[config.mk]
export PLATFORM = sky130hd
export DESIGN_NAME = sync_down_divider_flat
export DESIGN_NICKNAME = d
export VERILOG_FILES = /design/src/rtl/sync_down_divider_if.sv /design/src/rtl/sync_down_divider.sv /design/src/flat_wrapper.sv
export SDC_FILE = /design/constraint.sdc
export NUM_CORES = 1
export LEC_CHECK = 0
export CORE_MARGIN = 1
export CORE_UTILIZATION = 25
export DETAILED_ROUTE_END_ITERATION = 10
export SLEW_MARGIN = 25
export SYNTH_ARGS = -nofsm -noshare
export SYNTH_HDL_FRONTEND = slang
export SYNTH_SLANG_ARGS = --single-unit
[constraint.sdc]
create_clock -name clk -period 2.7 [get_ports clk]
set_input_delay 0.675 -clock clk [delete_from_list [all_inputs] [get_ports clk]]
set_output_delay 0.675 -clock clk [all_outputs]
set_load 0.02 [all_outputs]
[src/rtl/sync_down_divider_if.sv]
// Bundle of load/count controls and count/pulse outputs for the down-counting rate divider.
// The slave modport is the divider; the master modport is whoever loads and consumes it.
interface sync_down_divider_if #(
  parameter int WIDTH = 8
);
  logic             load;
  logic [WIDTH-1:0] din;
  logic             cnten;
  logic             auto;
  logic [WIDTH-1:0] q;
  logic [WIDTH-1:0] qb;
  logic             busy;
  logic             tco;
  logic             sqo;

  modport master (
    output load,
    output din,
    output cnten,
    output auto,
    input  q,
    input  qb,
    input  busy,
    input  tco,
    input  sqo
  );

  modport slave (
    input  load,
    input  din,
    input  cnten,
    input  auto,
    output q,
    output qb,
    output busy,
    output tco,
    output sqo
  );
endinterface

[src/rtl/sync_down_divider.sv]
// Loadable down-counter / programmable rate divider emitting a one-cycle TCO every N enabled cycles.
// Optional square-wave output SQO is built only when DDIV_SQUARE_EN is defined.
module sync_down_divider #(
  parameter int WIDTH = 8
) (
  input  logic                 clk,
  input  logic                 rst,
  sync_down_divider_if.slave   bus
);

  typedef enum logic {
    IDLE = 1'b0,
    RUN  = 1'b1
  } divState_e;

  localparam logic [WIDTH-1:0] ONE  = {{(WIDTH-1){1'b0}}, 1'b1};
  localparam logic [WIDTH-1:0] ZERO = {WIDTH{1'b0}};

  divState_e        state_q, state_d;
  logic [WIDTH-1:0] count_q, count_d;
  logic [WIDTH-1:0] reload_q, reload_d;
  logic             tco_q, tco_d;

  always_ff @(posedge clk or posedge rst) begin
    if (rst) begin
      state_q  <= IDLE;
      count_q  <= ZERO;
      reload_q <= ZERO;
      tco_q    <= 1'b0;
    end else begin
      state_q  <= state_d;
      count_q  <= count_d;
      reload_q <= reload_d;
      tco_q    <= tco_d;
    end
  end

  // LOAD beats counting, so a load on the terminal cycle swallows that cycle's TCO.
  // A RUN count of 0 cannot occur; it is folded into the terminal branch defensively.
  always_comb begin
    state_d  = state_q;
    count_d  = count_q;
    reload_d = reload_q;
    tco_d    = 1'b0;
    if (bus.load) begin
      reload_d = bus.din;
      count_d  = bus.din;
      state_d  = (bus.din != ZERO) ? RUN : IDLE;
    end else if ((state_q == RUN) && bus.cnten) begin
      if (count_q > ONE) begin
        count_d = count_q - ONE;
      end else begin
        tco_d = 1'b1;
        if (bus.auto) begin
          count_d = reload_q;
        end else begin
          count_d = ZERO;
          state_d = IDLE;
        end
      end
    end
  end

`ifdef DDIV_SQUARE_EN
  logic sqo_q, sqo_d;

  always_comb begin
    sqo_d = sqo_q ^ tco_d;
  end

  always_ff @(posedge clk or posedge rst) begin
    if (rst) begin
      sqo_q <= 1'b0;
    end else begin
      sqo_q <= sqo_d;
    end
  end

  assign bus.sqo = sqo_q;
`else
  assign bus.sqo = 1'b0;
`endif

  assign bus.q    = count_q;
  assign bus.qb   = ~count_q;
  assign bus.busy = (state_q == RUN);
  assign bus.tco  = tco_q;

endmodule

[src/flat_wrapper.sv]
// flat-port wrapper written by rule: the top's interface ports become plain ports
module sync_down_divider_flat 
#(
  parameter int WIDTH = 8
)
  (clk, rst, bus_load, bus_din, bus_cnten, bus_auto, bus_q, bus_qb, bus_busy, bus_tco, bus_sqo);
  sync_down_divider_if #(.WIDTH(WIDTH)) bus_i ();
  input  logic clk;
  input  logic rst;
  input wire logic [$bits(bus_i.load)-1:0] bus_load;
  input wire logic [$bits(bus_i.din)-1:0] bus_din;
  input wire logic [$bits(bus_i.cnten)-1:0] bus_cnten;
  input wire logic [$bits(bus_i.auto)-1:0] bus_auto;
  output wire logic [$bits(bus_i.q)-1:0] bus_q;
  output wire logic [$bits(bus_i.qb)-1:0] bus_qb;
  output wire logic [$bits(bus_i.busy)-1:0] bus_busy;
  output wire logic [$bits(bus_i.tco)-1:0] bus_tco;
  output wire logic [$bits(bus_i.sqo)-1:0] bus_sqo;
  assign bus_i.load = bus_load;
  assign bus_i.din = bus_din;
  assign bus_i.cnten = bus_cnten;
  assign bus_i.auto = bus_auto;
  assign bus_q = bus_i.q;
  assign bus_qb = bus_i.qb;
  assign bus_busy = bus_i.busy;
  assign bus_tco = bus_i.tco;
  assign bus_sqo = bus_i.sqo;
  sync_down_divider #(.WIDTH(WIDTH)) u_core (.clk(clk), .rst(rst), .bus(bus_i));
endmodule
==> impl_metrics.env <==
export IMPL_grt_usage_pct=12.8
export IMPL_ctsHoldBuffers=0
export IMPL_n_antenna_cell=0
export IMPL_routedWlPerCell_um=14.2
export IMPL_cts_tree="yes"
export IMPL_drv_slew=0
export IMPL_fp_dieW_um=68.2
export IMPL_period_needed_ps=2110
export IMPL_tns_ps=0
export IMPL_rsz0062_at_grt="no"
export IMPL_antenna_found_initial=0
export IMPL_place_congestion=0.808
export IMPL_maxCapViolations=0
export IMPL_ys_flop_type="dfrtp_1"
export IMPL_critPathArrivalTime_ps=1440
export IMPL_die_area_mm2=0.00465
export IMPL_cp_end_kind="output port"
export IMPL_clock_path_buffers=2
export IMPL_ant_nets=0
export IMPL_firstDrtPassIters=4
export IMPL_setup_viol_count_final=0
export IMPL_viasPerCell=5.19
export IMPL_async_reset_ff_share_pct=100
export IMPL_cts_buffers_inserted=3
export IMPL_nFillCells=418
export IMPL_synth_edf_count=0
export IMPL_synth_net_count=131
export IMPL_core_mm2=0.00412
export IMPL_synth_seq_area_share_pct=41.1
export IMPL_fin_area_mm2=0.00147
export IMPL_relSlewSlack_pct=54.7
export IMPL_cts_htree_levels=1
export IMPL_p_per_area_mw_per_mm2=544
export IMPL_fin_skew_ps=8.54
export IMPL_path_clk_slew_ps=80
export IMPL_fin_util_pct=35.8
export IMPL_cts_resized=0
export IMPL_fp_dieH_um=68.2
export IMPL_final_hold_viol_count=0
export IMPL_dp_cells=189
export IMPL_drc=0
export IMPL_syn_area_mm2=0.00110
export IMPL_ios=32
export IMPL_tightest_slew_ps=679
export IMPL_required_ps=2030
export IMPL_final_common_cell="clkdlybuf4s50_1"
export IMPL_grt_pass1_wl_mm=4.42
export IMPL_numPortBuffers=30
export IMPL_clk_latency_ps=260
export IMPL_final_cell_mix="clkdlybuf4s50_1 (30), dfrtp_1 (18), inv_1 (16)"
export IMPL_status="completed"
export IMPL_area_growth_syn_to_layout_pct=34.5
export IMPL_hold_path_class="reg -> reg"
export IMPL_post_cts_buffers=0
export IMPL_final_cells=193
export IMPL_hpwl_mm=2.04
export IMPL_syn_inst=116
export IMPL_initial_core_util_pct=26.6
export IMPL_ir_drop_mv=0.346
export IMPL_post_dp_cell_area_mm2=0.00142
export IMPL_grt_overflow_total=0
export IMPL_critical_path_max_fanout=8
export IMPL_ys_types=41
export IMPL_first_iter_violations=41
export IMPL_grt_pass1_vias=934
export IMPL_ys_warn_count=0
export IMPL_fin_crit_sh_pct=78.2
export IMPL_critPathKind="reg -> out"
export IMPL_routed_wl_mm=2.73
export IMPL_num_vias=1002
export IMPL_synth_seq_cells=18
export IMPL_timing_fmax_mhz=474
export IMPL_p_leak_nw=0.605
export IMPL_syn_avg_cell_area_um2=9.45
export IMPL_clkSinkCount=18
export IMPL_fin_nets=159
export IMPL_fin_hold_ws_ps=514
export IMPL_grt_max_degree=28
export IMPL_start_kind="flip-flop"
export IMPL_drive_gt1_share_pct=12.6
export IMPL_clockRootBuffer="clkbuf_8"
export IMPL_num_rows=23
cells by family (layout without fill, tap and decap cells):
kind of cell / after synthesis / in the layout / share of synthesized area, %
mux: 7 / 7 / 7.08
simple gates: 30 / 30 / 15.8
buf+inv: 25 / 52 / 10.5
xor+xnor: 1 / 1 / 0.799
fa+ha+maj: 2 / 2 / 2.28
flops: 18 / 18 / 41.1
other cells: 1 / 1 / 0.342
compound gates: 32 / 32 / 22.1
critical path, stage by stage (launching register included):
cell and delay (ps):
dfrtp_1 470, inv_1 110, clkdlybuf4s50_1 600
report_power, final:
group	total (W)	switching, W	internal, W	leakage [nW]
clock network	0.000228	0.0000976	0.000130	0.0288
registers	0.000326	0.0000299	0.000296	0.214
logic	0.000248	0.000131	0.000116	0.363
total	0.000801	0.000259	0.000543	0.605
worst paths after layout:
| check | startpoint | end | slack (ps) | depth (start not counted) |
|---|---|---|---|---|
| min reg2reg | u_core.reload_q[2]$_DFFE_PP0P_ | u_core.reload_q[2]$_DFFE_PP0P_ | 510 | 1 |
| max in group asynchronous | rst | u_core.bus.q[6]$_DFFE_PP0P_ | 1450 | 2 |
| min | u_core.reload_q[2]$_DFFE_PP0P_ | u_core.reload_q[2]$_DFFE_PP0P_ | 510 | 1 |
| min in group asynchronous | rst | u_core.reload_q[1]$_DFFE_PP0P_ | 810 | 2 |
| max reg2reg | u_core.bus.q[0]$_DFFE_PP0P_ | u_core.bus.q[2]$_DFFE_PP0P_ | 790 | 6 |
| max | u_core.bus.q[2]$_DFFE_PP0P_ | bus_qb[2] | 590 | 2 |
per-layer routing:
metal	vias up	GRT usage, %	part of all wire (%)	routed length [um]
li1	483	-	-	-
met1	484	17.0	47	1290
met2	31	20.0	47	1270
met3	4	3.17	4.3	117
met4	0	4.69	1.6	45
met5	-	0	0	0
sequential cells by signal, indices dropped and copies added (netlist names):
register / flops
u_core.bus.q: 8
u_core.bus.tco: 1
u_core.reload_q: 8
u_core.bus.busy: 1
per-stage QoR:
stage               power (W)  setup WS [ps]
finish               0.000801            588
global route         0.000849            523
CTS                  0.000807            580
detailed placement   0.000580            532
global placement     0.000579            569
floorplan            0.000478            766
layout make-up:
| cell class | count | area (um^2) | share of cell area (%) |
|---|---|---|---|
| Clock buffer | 4 | 55.1 | 3.74 |
| Inverter | 16 | 60.1 | 4.07 |
| Multi-Input combinational cell | 73 | 531 | 36.0 |
| Sequential cell | 18 | 450 | 30.6 |
| Tap cell | 50 | 62.6 | 4.24 |
| Timing Repair Buffer | 32 | 315 | 21.4 |
cell usage after synthesis (all sizes together), types with 3 or more instances:
cell	count	share of area [%]
a21oi	3	1.4
clkbuf	4	1.5
buf	5	3.5
mux2	6	6.2
o21ai	6	2.7
nor4	6	3.4
nor3	4	2.9
a41oi	3	2.4
nand2	5	1.7
inv	16	5.5
dfrtp	18	41
nor2	5	1.7
Note: power is estimated with default switching activity, not from simulation.
